**src/rtl/pattern_gen_pkg.sv**
```systemverilog
// -----------------------------------------------------------------------------
// pattern_gen_pkg
// Shared types and helpers for the frame-aware pattern generator.
//   mode_e     : pattern select encoding (6 and 7 are reserved and output zero)
//   state_e    : frame/line sequencing states
//   lfsr_taps  : maximal-length Fibonacci tap mask for widths 8..16
//                (bit n-1 set means polynomial term x^n is present)
// -----------------------------------------------------------------------------
package pattern_gen_pkg;

    typedef enum logic [2:0] {
        MODE_CONST = 3'd0,
        MODE_HRAMP = 3'd1,
        MODE_VRAMP = 3'd2,
        MODE_DIAG  = 3'd3,
        MODE_CHECK = 3'd4,
        MODE_PRBS  = 3'd5
    } mode_e;

    typedef enum logic [1:0] {
        ST_IDLE      = 2'd0,
        ST_WAIT_LINE = 2'd1,
        ST_LINE      = 2'd2
    } state_e;

    // Returns zero for an unsupported width; the top rejects such widths
    // at elaboration so a zero mask never reaches hardware.
    function automatic logic [15:0] lfsr_taps(int dw);
        case (dw)
            8:       lfsr_taps = 16'h00B8;  // x^8+x^6+x^5+x^4+1
            9:       lfsr_taps = 16'h0110;  // x^9+x^5+1
            10:      lfsr_taps = 16'h0240;  // x^10+x^7+1
            11:      lfsr_taps = 16'h0500;  // x^11+x^9+1
            12:      lfsr_taps = 16'h0829;  // x^12+x^6+x^4+x+1
            13:      lfsr_taps = 16'h100D;  // x^13+x^4+x^3+x+1
            14:      lfsr_taps = 16'h2015;  // x^14+x^5+x^3+x+1
            15:      lfsr_taps = 16'h6000;  // x^15+x^14+1
            16:      lfsr_taps = 16'hD008;  // x^16+x^15+x^13+x^4+1
            default: lfsr_taps = 16'h0000;
        endcase
    endfunction

endpackage

```
**src/rtl/pattern_gen_frame_lfsr.sv**
```systemverilog
// -----------------------------------------------------------------------------
// pg_lfsr
// Fibonacci LFSR used for the PRBS pattern. The register value is the next
// pixel to be emitted; it shifts left with the XOR of the tapped bits entering
// at bit 0.
//   clk, rst_n : clock, asynchronous active-low reset (clears the register)
//   load       : load seed (has priority over advance)
//   seed       : DW-bit seed value
//   advance    : step the sequence by one
//   q          : current LFSR value
// -----------------------------------------------------------------------------
module pg_lfsr
    import pattern_gen_pkg::*;
#(
    parameter int DW = 12
) (
    input  logic          clk,
    input  logic          rst_n,
    input  logic          load,
    input  logic [DW-1:0] seed,
    input  logic          advance,
    output logic [DW-1:0] q
);

    localparam logic [15:0]   TAPS_ALL = lfsr_taps(DW);
    localparam logic [DW-1:0] TAPS     = TAPS_ALL[DW-1:0];

    logic [DW-1:0] lfsr_q, lfsr_d;

    always_comb begin
        // NOTE: assign a default first so every path drives lfsr_d and no latch is inferred.
        lfsr_d = lfsr_q;
        if (load) begin
            lfsr_d = seed;
        end else if (advance) begin
            lfsr_d = {lfsr_q[DW-2:0], ^(lfsr_q & TAPS)};
        end
    end

    // NOTE: sequential state uses non-blocking assignments so all flops update together.
    always_ff @(posedge clk or negedge rst_n) begin
        if (!rst_n) begin
            lfsr_q <= '0;
        end else begin
            lfsr_q <= lfsr_d;
        end
    end

    assign q = lfsr_q;

endmodule

```
**src/rtl/pattern_gen_frame.sv**
```systemverilog
// -----------------------------------------------------------------------------
// pattern_gen_frame
// Frame-aware test pattern generator. f_sync latches the configuration and arms
// line 0; each sync then emits one line of H_ACTIVE pixels, V_ACTIVE lines per
// frame. All outputs are registered.
//   clk, rst_n       : clock, asynchronous active-low reset
//   f_sync           : frame start (latches const_val/dx/dy/mode, clears x/y)
//   sync             : line start
//   const_val        : constant / ramp base / checker colour / PRBS seed
//   dx, dy           : ramp steps, also checker cell size exponents (minus 2)
//   mode             : pattern select (see pattern_gen_pkg::mode_e)
//   pix_data         : pixel value, zero when not valid
//   pix_valid        : pix_data qualifier
//   line_end         : with the last pixel of each line
//   frame_end        : with the last pixel of the last line
//   sync_err         : sync rejected mid-line
//   busy             : frame armed or active
// -----------------------------------------------------------------------------
module pattern_gen_frame
    import pattern_gen_pkg::*;
#(
    parameter int DW       = 12,
    parameter int H_ACTIVE = 1024,
    parameter int V_ACTIVE = 768
) (
    input  logic          clk,
    input  logic          rst_n,
    input  logic          f_sync,
    input  logic          sync,
    input  logic [DW-1:0] const_val,
    input  logic [1:0]    dx,
    input  logic [1:0]    dy,
    input  logic [2:0]    mode,
    output logic [DW-1:0] pix_data,
    output logic          pix_valid,
    output logic          line_end,
    output logic          frame_end,
    output logic          sync_err,
    output logic          busy
);

    localparam int XW = $clog2(H_ACTIVE);
    localparam int YW = (V_ACTIVE > 1) ? $clog2(V_ACTIVE) : 1;
    localparam logic [XW-1:0] X_LAST = XW'(H_ACTIVE - 1);
    localparam logic [YW-1:0] Y_LAST = YW'(V_ACTIVE - 1);

    if (DW < 8 || DW > 16) begin : g_bad_dw
        $error("pattern_gen_frame: DW must be in 8..16");
    end
    if (H_ACTIVE < 2 || V_ACTIVE < 1) begin : g_bad_geometry
        $error("pattern_gen_frame: H_ACTIVE must be >= 2 and V_ACTIVE >= 1");
    end

    state_e        state_q, state_d;
    logic [XW-1:0] x_q, x_d;
    logic [YW-1:0] y_q, y_d;
    logic [DW-1:0] h_acc_q, h_acc_d;     // x * dx, built by repeated addition
    logic [DW-1:0] v_acc_q, v_acc_d;     // y * dy, built by repeated addition
    logic [DW-1:0] const_q, const_d;
    logic [1:0]    dx_q, dx_d;
    logic [1:0]    dy_q, dy_d;
    logic [2:0]    mode_q, mode_d;

    logic [DW-1:0] pix_data_q, pix_data_d;
    logic          pix_valid_q, pix_valid_d;
    logic          line_end_q, line_end_d;
    logic          frame_end_q, frame_end_d;
    logic          sync_err_q, sync_err_d;
    logic          busy_q, busy_d;

    logic          emit;                 // a pixel is registered this cycle
    logic          lfsr_load;
    logic [DW-1:0] lfsr_seed;
    logic [DW-1:0] lfsr_val;
    logic [DW-1:0] dx_ext, dy_ext;
    logic [XW-1:0] cell_x;
    logic [YW-1:0] cell_y;

    assign dx_ext    = {{(DW-2){1'b0}}, dx_q};
    assign dy_ext    = {{(DW-2){1'b0}}, dy_q};
    assign lfsr_seed = (const_val == '0) ? {{(DW-1){1'b0}}, 1'b1} : const_val;

    // Checker cell indices of the pixel being emitted (x_d/y_d hold its coordinates).
    assign cell_x = x_d >> ({1'b0, dx_q} + 3'd2);
    assign cell_y = y_d >> ({1'b0, dy_q} + 3'd2);

    pg_lfsr #(.DW(DW)) u_lfsr (
        .clk     (clk),
        .rst_n   (rst_n),
        .load    (lfsr_load),
        .seed    (lfsr_seed),
        .advance (emit),
        .q       (lfsr_val)
    );

    // Sequencing. x_q/y_q and the accumulators always describe the pixel
    // currently on the output, so the "last pixel" test is x_q == X_LAST.
    always_comb begin
        state_d     = state_q;
        x_d         = x_q;
        y_d         = y_q;
        h_acc_d     = h_acc_q;
        v_acc_d     = v_acc_q;
        const_d     = const_q;
        dx_d        = dx_q;
        dy_d        = dy_q;
        mode_d      = mode_q;
        emit        = 1'b0;
        lfsr_load   = 1'b0;
        sync_err_d  = 1'b0;
        line_end_d  = 1'b0;
        frame_end_d = 1'b0;

        if (f_sync) begin
            // f_sync outranks everything, including a same-cycle sync and an
            // in-progress line (which is aborted without end markers).
            const_d   = const_val;
            dx_d      = dx;
            dy_d      = dy;
            mode_d    = mode;
            x_d       = '0;
            y_d       = '0;
            h_acc_d   = '0;
            v_acc_d   = '0;
            lfsr_load = 1'b1;
            state_d   = ST_WAIT_LINE;
        end else begin
            case (state_q)
                ST_WAIT_LINE: begin
                    if (sync) begin
                        state_d = ST_LINE;
                        emit    = 1'b1;
                        x_d     = '0;
                        h_acc_d = '0;
                    end
                end
                ST_LINE: begin
                    if (x_q != X_LAST) begin
                        emit       = 1'b1;
                        x_d        = x_q + 1'b1;
                        h_acc_d    = h_acc_q + dx_ext;
                        sync_err_d = sync;
                    end else if (y_q == Y_LAST) begin
                        state_d    = ST_IDLE;
                        sync_err_d = sync;
                    end else begin
                        y_d     = y_q + 1'b1;
                        v_acc_d = v_acc_q + dy_ext;
                        x_d     = '0;
                        h_acc_d = '0;
                        // A sync on the last pixel starts the next line with no gap.
                        if (sync) begin
                            emit = 1'b1;
                        end else begin
                            state_d = ST_WAIT_LINE;
                        end
                    end
                end
                default: ;  // ST_IDLE: sync is ignored silently
            endcase
        end

        if (emit) begin
            line_end_d  = (x_d == X_LAST);
            frame_end_d = line_end_d && (y_d == Y_LAST);
        end
        pix_valid_d = emit;
        busy_d      = (state_d != ST_IDLE);
    end

    // Pixel value for the emitted coordinates, using the latched configuration.
    always_comb begin
        pix_data_d = '0;
        if (emit) begin
            case (mode_q)
                MODE_CONST: pix_data_d = const_q;
                MODE_HRAMP: pix_data_d = const_q + h_acc_d;
                MODE_VRAMP: pix_data_d = const_q + v_acc_d;
                MODE_DIAG:  pix_data_d = const_q + h_acc_d + v_acc_d;
                MODE_CHECK: pix_data_d = (cell_x[0] ^ cell_y[0]) ? ~const_q : const_q;
                MODE_PRBS:  pix_data_d = lfsr_val;
                default:    pix_data_d = '0;
            endcase
        end
    end

    always_ff @(posedge clk or negedge rst_n) begin
        if (!rst_n) begin
            state_q     <= ST_IDLE;
            x_q         <= '0;
            y_q         <= '0;
            h_acc_q     <= '0;
            v_acc_q     <= '0;
            const_q     <= '0;
            dx_q        <= '0;
            dy_q        <= '0;
            mode_q      <= '0;
            pix_data_q  <= '0;
            pix_valid_q <= 1'b0;
            line_end_q  <= 1'b0;
            frame_end_q <= 1'b0;
            sync_err_q  <= 1'b0;
            busy_q      <= 1'b0;
        end else begin
            state_q     <= state_d;
            x_q         <= x_d;
            y_q         <= y_d;
            h_acc_q     <= h_acc_d;
            v_acc_q     <= v_acc_d;
            const_q     <= const_d;
            dx_q        <= dx_d;
            dy_q        <= dy_d;
            mode_q      <= mode_d;
            pix_data_q  <= pix_data_d;
            pix_valid_q <= pix_valid_d;
            line_end_q  <= line_end_d;
            frame_end_q <= frame_end_d;
            sync_err_q  <= sync_err_d;
            busy_q      <= busy_d;
        end
    end

    assign pix_data  = pix_data_q;
    assign pix_valid = pix_valid_q;
    assign line_end  = line_end_q;
    assign frame_end = frame_end_q;
    assign sync_err  = sync_err_q;
    assign busy      = busy_q;

endmodule

```
**config.mk**
```make
export PLATFORM = sky130hd
export DESIGN_NAME = pattern_gen_frame
export DESIGN_NICKNAME = d
export VERILOG_FILES = /design/src/rtl/pattern_gen_pkg.sv /design/src/rtl/pattern_gen_frame_lfsr.sv /design/src/rtl/pattern_gen_frame.sv
export SDC_FILE = /design/constraint.sdc
export NUM_CORES = 1
export LEC_CHECK = 0
export BUFFER_PORTS_ARGS = -buffer_cell sky130_fd_sc_hd__buf_4
export CORE_UTILIZATION = 45
export DETAILED_ROUTE_END_ITERATION = 8
export PLACE_DENSITY = 0.66
export SLEW_MARGIN = 25
export SYNTH_ARGS = -nofsm -noshare
export SYNTH_HDL_FRONTEND = slang
export SYNTH_HIERARCHICAL = 1
export SYNTH_SLANG_ARGS = --single-unit
export TNS_END_PERCENT = 10
```
**constraint.sdc**
```tcl
create_clock -name clk -period 5.2 [get_ports clk]
set_input_delay 0.78 -clock clk [delete_from_list [all_inputs] [get_ports clk]]
set_output_delay 0.78 -clock clk [all_outputs]
set_load 0.05 [all_outputs]
```
==> impl_metrics.tcl, run 1 <==
set metrics [dict create \
    status "finished, final reports clean" \
    h-tree-depth 3 \
    fmax_mhz 204 \
    cellLeakagePower_nw 3.31 \
    drtIter0Drc 475 \
    grt_max_degree 57 \
    crit_family "compound AO/OA/AOI/OAI gates" \
    power_frac_seq 0.370 \
    hold_viol 0 \
    crit_chain "ha_4 > nand2_2 > or4_4 > buf_4 > nand2_1 > or3_1 > a21oi_1 > a21oi_1 > nor2_1 > ha_1 > a21o_1 > a21oi_2 > o21ai_1 > o41ai_2 > xnor2_1 > o21ai_1 > ha_1 > and3_1 > nand3_1 > a31oi_1 > xor2_1 > nand2_1 > mux2_2 > a31oi_1" \
    gp_congestion 0.894 \
    grt_overflow 0 \
    cpPeakStageDelay_ns 0.55 \
    cp-end-kind "register" \
    finalSetupViolCount 0 \
    switching_share 0.339 \
    synthFlopType "dfrtp_1" \
    synth-async-reset-ratio 1.00 \
    p_comb_frac 0.311 \
    grt_antenna_before_repair 0 \
    synthToLayoutAreaGrowth_pct 16.1 \
    rows 43 \
    tns_ns 0 \
    port_buffers 39 \
    root_buffer "clkbuf_16" \
    dp_hpwl_um 12400 \
    reg2reg_depth 24 \
    vias_per_cell 5.74 \
    crit_arrival_ns 5.19 \
    critPathMaxFanout 7 \
    drv_cap 0 \
    startpoint_type "register" \
    diodes 0 \
    core_area_um2 14000 \
    io_pins 40 \
    tightestPinTransition_ns 0.989 \
    maxSlewHeadroom 0.338 \
    fill_cells 1280 \
    synth_edf_count 0 \
    path_buf_inv 1 \
    pwr_density_cell_nw_per_um2 304 \
    ys_ff_latch 94 \
    finalCriticalPeriod_ns 4.91 \
    final_cell_mix "92 x dfrtp_1, 84 x nand2_1, 81 x buf_4" \
    drc 0 \
    vias 5509 \
    ir_drop_uv 241 \
    rsz0062_at_grt "false" \
    drive_above_1_share 0.188 \
    cts_tree "built" \
    synth_area_leaders "dfrtp_1 36%, ha_1 5.8%, nand2_1 4.9%" \
    synth_warnings 6 \
    p_int_mw 1.52 \
    synthesis.instances 729 \
    synth_nets 786 \
    fin_skew_ns 0.00846 \
    ant_nets 0 \
    hp-class "primary input to asynchronous set/reset pin" \
    grt_usage 0.240 \
    dieArea_um2 14900 \
    synthesis.area_um2 6490 \
    synth_seq_area_share 0.362 \
    post_drt_wl_per_cell_um 17.2 \
    crit_type "register to register" \
    netSwitchingPower_mw 0.776 \
    mostFrequentLayoutCell "dfrtp_1" \
    finalNetCount 832 \
    chipWidth_um 122 \
    synth_area_per_cell_um2 8.90 \
    postRouteWirelength_um 16500 \
    timing.final.crit_share 0.945 \
    multi_input_area_um2 3940 \
    synth_top_area_cell "dfrtp_1" \
    maxSlewViolCount 0 \
    clk_latency_ns 0.35 \
    p_total_mw 2.29 \
    cts_buffers 9 \
    clk_pin_slew_ns 0.07 \
    slowest_stage "or4_4" \
    dr.pass1.iters 5 \
    die_h_um 122 \
    grt_pass1_vias 5535 \
    clockBufferDepth 2 \
    ys_types 68 \
    synth_top_area_frac 0.362 \
    seq_area_um2 2350 \
    timing.critical_path.required_ns 5.47 \
    grt_pass1_wl_um 27900 \
    start_util 0.464 \
    crit_cells 24 \
    p_clk_frac 0.319 \
    clkSinkCount 94 \
]
[metal layers]
layer	track usage	share of wire	vias to the layer above
met4	0.0915	0.018	0
met5	0	0	-
li1	-	-	2711
met1	0.332	0.48	2642
met3	0.0360	0.041	18
met2	0.379	0.46	138
[Yosys cell counts, drive strengths merged, types with 5 or more instances]
master,instances
xnor3,12
and3,12
mux2i,19
buf,11
nor4,9
mux2,19
a221oi,6
dfrtp,94
inv,18
or2,9
nand4,8
a22oi,9
xor2,15
xnor2,16
ha,30
a21o,7
clkbuf,35
a31oi,13
and2,5
nor3,17
o21ai,50
nor2,76
or3,6
nor2b,9
nor3b,6
nand2,85
nand3,18
a21oi,49
o31ai,5
or4,5
[logic make-up (layout without fill, tap and decap cells)]
group / count (synthesis) / after routing / share of synthesized area
muxes: 38 / 38 / 0.0628
DFF: 94 / 94 / 0.362
xor gates and xnor gates: 43 / 43 / 0.0835
and+or+nand+nor: 280 / 280 / 0.209
buffers and inverters: 65 / 116 / 0.0422
adders and majority gates: 34 / 34 / 0.0702
AOI/OAI and AO/OA: 175 / 175 / 0.170
[cell type report]
class	count	share of cell area
multi-input combinational	570	0.523
sequential	94	0.313
timing repair buffer	81	0.0807
clock buffer	9	0.0299
tap	180	0.0299
clock inverter	7	0.0140
inverter	19	0.00947
[power by group through the flow]
stage / combinational [mW] / clock (mW) / sequential [mW]
floorplan: 0.425 / 0 / 0.892
global placement: 0.672 / 0 / 0.856
detailed placement: 0.683 / 0 / 0.859
CTS: 0.688 / 0.750 / 0.845
global route: 0.781 / 0.774 / 0.856
finish: 0.712 / 0.731 / 0.848
[metrics by stage]
step / utilization / worst slack, ns / std cells / cell area (µm²) / hold slack (ns)
6_report: 0.538 / 0.286 / 960 / 7530 / 0.488
5_1_grt: 0.538 / 0.0154 / 960 / 7530 / 0.540
4_1_cts: 0.533 / 0.142 / 959 / 7460 / 0.507
3_5_place_dp: 0.509 / 0.182 / 943 / 7130 / 0.573
3_3_place_gp: 0.509 / 0.252 / 943 / 7130 / 0.557
2_1_floorplan: - / 0.0724 / 729 / 6500 / 0.484
[path summary, 6_finish.rpt]
path                              from      endpoint  slack [ns]
max                             x_q[0]  pix_data[11]        0.29
min                              rst_n        x_q[7]        0.49
max reg2reg                     x_q[0]  pix_data[11]        0.29
min reg2reg                h_acc_q[10]   h_acc_q[10]        0.59
max in group asynchronous        rst_n    h_acc_q[6]        3.71
min in group clk           h_acc_q[10]   h_acc_q[10]        0.59
[flip-flops by register name, indices dropped and copies added (netlist names), 2 cells and up]
signal / cells
u_lfsr/q: 12
pix_data: 12
const_q: 12
state_q: 2
h_acc_q: 12
dx_q: 2
dy_q: 2
v_acc_q: 12
x_q: 10
mode_q: 3
y_q: 10
[timing repair]
item | in CTS | in global routing
hold buffers | 0 | 0
setup endpoints to repair | 0 | 5
gates resized for setup | 0 | 19
setup buffers | 0 | 1
Note: power is estimated with default switching activity, not from simulation.
==> run 2, diff against run 1 <==
--- a/config.mk
+++ b/config.mk
@@ -8,7 +8,6 @@
 export BUFFER_PORTS_ARGS = -buffer_cell sky130_fd_sc_hd__buf_4
 export CORE_UTILIZATION = 45
 export DETAILED_ROUTE_END_ITERATION = 8
-export PLACE_DENSITY = 0.66
 export SLEW_MARGIN = 25
 export SYNTH_ARGS = -nofsm -noshare
 export SYNTH_HDL_FRONTEND = slang
==> run 2 against run 1 <==
Combinational power is 3% lower. Via count is 2.7% higher. Setup slack worse by 0.15 ns. Register-to-register slack worse by 0.15 ns. Cell count is 0.42% lower. Global-route usage is 0.48 points higher. Routed wire length is 4.2% higher. Core utilization is 0.46 points lower. Clock skew is 0.0010 ns higher. Critical endpoint unchanged.
==> impl_metrics.tcl, run 2 (synthesis gave the netlist of run 1 again) <==
set metrics [dict create \
    dr.pass1.iters 7 \
    postRouteWirelength_um 17200 \
    fmax_mhz 198 \
    drtIter0Drc 324 \
    cts_buffers 9 \
    drv_cap 0 \
    rsz0062_at_grt "true" \
    dieArea_um2 14900 \
    hp-class "primary input to asynchronous set/reset pin" \
    clockBufferDepth 2 \
    maxSlewViolCount 0 \
    place_inst 935 \
    grt_usage 0.245 \
    timing.final.crit_share 0.973 \
    clkSinkCount 94 \
    rows 43 \
    ir_drop_uv 172 \
    grt_max_degree 82 \
    dp_hpwl_um 12700 \
    finalNetCount 828 \
    reg2reg_depth 24 \
    timing.critical_path.required_ns 5.47 \
    timing.rr.start "x_q[0]" \
    clk_pin_slew_ns 0.07 \
    status "finished, final reports clean" \
    mostFrequentLayoutCell "dfrtp_1" \
    grt_pass1_wl_um 28300 \
    chipWidth_um 122 \
    drive_above_1_share 0.186 \
    tightestPinTransition_ns 0.969 \
    pwr_density_cell_nw_per_um2 296 \
    cp-endpoint "pix_data[11]" \
    drc 0 \
    fin_skew_ns 0.00950 \
    vias 5660 \
    crit_arrival_ns 5.33 \
    ant_nets 0 \
    r2r_setup_slack_ns 0.14 \
    cp-end-kind "register" \
    diodes 0 \
    cts_tree "built" \
    crit-reg2reg-capture "pix_data[11]" \
    gp_congestion 0.920 \
    finalSetupViolCount 0 \
    grt_overflow 0 \
    h-tree-depth 3 \
    vias_per_cell 5.92 \
    die_h_um 122 \
    critPathMaxFanout 7 \
    grt_antenna_before_repair 0 \
    core_area_um2 14000 \
    cellLeakagePower_nw 3.29 \
    io_pins 40 \
    root_buffer "clkbuf_16" \
    port_buffers 39 \
    maxSlewHeadroom 0.352 \
    grt_pass1_vias 5523 \
    fin_cells 956 \
    final_cell_mix "94 x dfrtp_1, 84 x nand2_1, 77 x buf_4" \
    start_util 0.464 \
    cp-startpoint "x_q[0]" \
    crit_type "register to register" \
    finalCriticalPeriod_ns 5.06 \
    post_drt_wl_per_cell_um 18.0 \
    synthToLayoutAreaGrowth_pct 15.1 \
    clk_latency_ns 0.35 \
    startpoint_type "register" \
    cts_hold_buf 0 \
    p_total_mw 2.21 \
    hold_viol 0 \
    whs_ns 0.476 \
]
-- run 2: cell type report --
cell class | count | area, µm²
Fill cell | 1329 | 6520
Multi-Input combinational cell | 570 | 3950
Sequential cell | 94 | 2350
Timing Repair Buffer | 77 | 578
Clock buffer | 10 | 229
Tap cell | 180 | 225
Inverter | 19 | 71.3
Clock inverter | 6 | 62.6
-- run 2: metrics by stage --
step           area [µm²]  setup slack (ns)  setup TNS (ns)   util
6_report             7470             0.140               0  0.534
5_1_grt              7470            -0.159          -0.248  0.534
4_1_cts              7360            0.0481               0  0.526
3_5_place_dp         7070           -0.0147         -0.0147  0.505
3_3_place_gp         7070             0.174               0  0.505
2_1_floorplan        6500            0.0724               0      -
-- run 2: how the worst min path moves through the flow --
stage	startpoint	endpoint	slack, ns	cells after the start
after CTS	rst_n	x_q[5]	0.50	1
after detailed placement	state_q[0]	state_q[0]	0.57	1
after global routing	rst_n	dx_q[0]	0.55	1
final	rst_n	x_q[6]	0.48	1
after global placement	h_acc_q[10]	h_acc_q[10]	0.56	1
after floorplan	rst_n	busy	0.48	0
-- run 2: repair_timing --
action / CTS / global route
pin swaps: 0 / 9
resized for setup: 2 / 20
setup buffers: 0 / 5
setup endpoints to repair: 1 / 5
hold endpoints to repair: 0 / 0
-- run 2: metal layers --
layer  GRT usage  vias to the layer above  share of wire
li1            -                     2703              -
met2       0.392                      181           0.46
met5           0                        -              0
met4      0.0747                        0          0.019
met1       0.338                     2747           0.47
met3      0.0426                       29          0.052
-- run 2: where the power goes --
| part | internal [mW] | switching (mW) |
|---|---|---|
| Sequential | 0.787 | 0.0645 |
| Clock | 0.371 | 0.291 |
| Combinational | 0.286 | 0.407 |
-- run 2: critical path, stage by stage (launching register included) --
cell and delay, ns:
dfrtp_1 0.40, ha_2 0.21, nand2_2 0.08, or4_4 0.59, buf_4 0.19, nand2_1 0.10
or3_1 0.11, a21oi_1 0.05, a21oi_1 0.12, nor2_1 0.07, ha_1 0.34, a21o_1 0.21
a21oi_2 0.18, o21ai_1 0.12, o41ai_2 0.43, o21a_1 0.21, xor2_2 0.16, o21ai_0 0.10
ha_1 0.34, a21oi_2 0.07, a31oi_1 0.18, xor2_1 0.22, nand2_1 0.08, mux2_2 0.27
a31oi_1 0.16
==> run 3, diff against run 2 <==
--- a/config.mk
+++ b/config.mk
@@ -6,6 +6,7 @@
 export NUM_CORES = 1
 export LEC_CHECK = 0
 export BUFFER_PORTS_ARGS = -buffer_cell sky130_fd_sc_hd__buf_4
+export CORE_ASPECT_RATIO = 1.75
 export CORE_UTILIZATION = 45
 export DETAILED_ROUTE_END_ITERATION = 8
 export SLEW_MARGIN = 25
==> run 3 against run 2 <==
Sequential cell count stayed put. Clock power is 6.9% higher. Global-route usage is 0.77 points higher. Via count is 0.58% higher. Setup slack better by 0.087 ns. Routed wire length is 5.8% higher. Final area is 1.3% higher. Register-to-register slack better by 0.09 ns. Sequential share of layout area is 0.39 points lower. Cell count is 0.63% higher. Fmax is 1.7% higher.
==> impl_metrics.tcl, run 3 (synthesis gave the netlist of run 1 again) <==
set metrics [dict create \
    grt_overflow 0 \
    crit_path_frequent_cell "a31oi_1" \
    start_util 0.464 \
    hold_viol 0 \
    clockBufferDepth 2 \
    postRouteWirelength_um 18200 \
    dr.pass1.iters 4 \
    grt_usage 0.253 \
    grt_antenna_before_repair 0 \
    pwr_density_cell_nw_per_um2 303 \
    h-tree-depth 3 \
    cellLeakagePower_nw 3.35 \
    synthToLayoutAreaGrowth_pct 16.5 \
    fin_area_um2 7560 \
    finalSetupViolCount 0 \
    status "finished, final reports clean" \
    vias 5693 \
    p_total_mw 2.29 \
    vias_per_cell 5.92 \
    drc 0 \
    ant_nets 0 \
    cpPeakStageDelay_ns 0.43 \
    gp_congestion 0.922 \
    timing.critical_path.required_ns 5.45 \
    hp-class "primary input to asynchronous set/reset pin" \
    crit_type "register to register" \
    crit_arrival_ns 5.22 \
    drv_cap 0 \
    tns_ns 0 \
    cts_buffers 9 \
    core_area_um2 14000 \
    ir_drop_uv 244 \
    grt_pass1_vias 5782 \
    finalNetCount 837 \
    drive_above_1_share 0.197 \
    clk_pin_slew_ns 0.08 \
    clk_latency_ns 0.34 \
    final_cell_mix "94 x dfrtp_1, 86 x buf_4, 84 x nand2_1" \
    drtIter0Drc 298 \
    tightestPinTransition_ns 0.944 \
    root_buffer "clkbuf_16" \
    timing.final.crit_share 0.957 \
    whs_ns 0.479 \
    fin_util 0.541 \
    cp-end-kind "register" \
    grt_max_degree 62 \
    finalCriticalPeriod_ns 4.97 \
    cts_tree "built" \
    fmax_mhz 201 \
    clkSinkCount 94 \
    rows 57 \
    die_h_um 161 \
    maxSlewViolCount 0 \
    port_buffers 39 \
    mostFrequentLayoutCell "dfrtp_1" \
    diodes 0 \
    io_pins 40 \
    dp_hpwl_um 14100 \
    post_drt_wl_per_cell_um 18.9 \
    maxSlewHeadroom 0.368 \
    startpoint_type "register" \
    chipWidth_um 92.8 \
    cts_hold_buf 0 \
    crit_chain "buf_4 > ha_4 > or2_2 > a31o_2 > a22oi_1 > nor2_1 > ha_2 > fa_2 > a21o_1 > a21oi_2 > o21ai_1 > o41ai_2 > xnor2_1 > o21ai_0 > ha_1 > and3_1 > nand3_1 > a31oi_1 > xor2_1 > nand2_1 > mux2_2 > a31oi_1" \
    dieArea_um2 14900 \
    critPathMaxFanout 5 \
    place_area_um2 7160 \
    slowest_stage "o41ai_2" \
    grt_pass1_wl_um 29100 \
    fin_skew_ns 0.0123 \
]
run 3: final timing paths:
| kind | endpoint | slack [ns] | cells past startpoint | startpoint |
|---|---|---|---|---|
| max in group asynchronous | const_q[4] | 3.73 | 2 | rst_n |
| worst max register to register | pix_data[11] | 0.23 | 22 | state_q[1] |
| worst min register to register | h_acc_q[10] | 0.55 | 1 | h_acc_q[10] |
| worst min-delay path | y_q[3] | 0.48 | 1 | rst_n |
| min in group clk | h_acc_q[10] | 0.55 | 1 | h_acc_q[10] |
| worst max-delay path | pix_data[11] | 0.23 | 22 | state_q[1] |
run 3: layout make-up:
cell class                 count  area, µm²
clock buffer                  11        253
clock inverter                 5       65.1
fill                        1349       6420
inverter                      19       71.3
multi-input combinational    570       3950
sequential                    94       2350
tap                          177        221
timing repair buffer          86        646
run 3: metal layers:
metal	up-vias	share of wire	track usage
met3	47	0.027	0.0260
li1	2725	-	-
met2	152	0.56	0.484
met1	2769	0.37	0.266
met4	0	0.044	0.124
met5	-	0	0
run 3: power by group:
part	leakage (nW)	total, mW	internal [mW]	switching [mW]
Clock	0.157	0.709	0.405	0.304
Sequential	1.24	0.849	0.786	0.0629
Combinational	1.96	0.736	0.314	0.422
Total	3.35	2.29	1.51	0.788
run 3: critical path, delay by kind of cell, from the launching register on:
family,cells,cell delay (ns)
compound gates,9,1.75
fa+ha+maj,4,1.14
simple gates,5,0.75
xor+xnor,2,0.43
flops,1,0.41
mux,1,0.26
buf+inv,1,0.15
run 3: metrics by stage:
stage | worst slack (ns) | instances
after floorplan | 0.0724 | 729
after global placement | 0.0616 | 945
after detailed placement | 0.00678 | 945
after CTS | 0.0672 | 961
after global routing | -0.00759 | 962
final | 0.226 | 962
run 3: repair_timing:
| item | 4_1_cts | 5_1_grt |
|---|---|---|
| resized for setup | 0 | 20 |
| setup endpoints to repair | 0 | 5 |
| setup buffers | 0 | 1 |
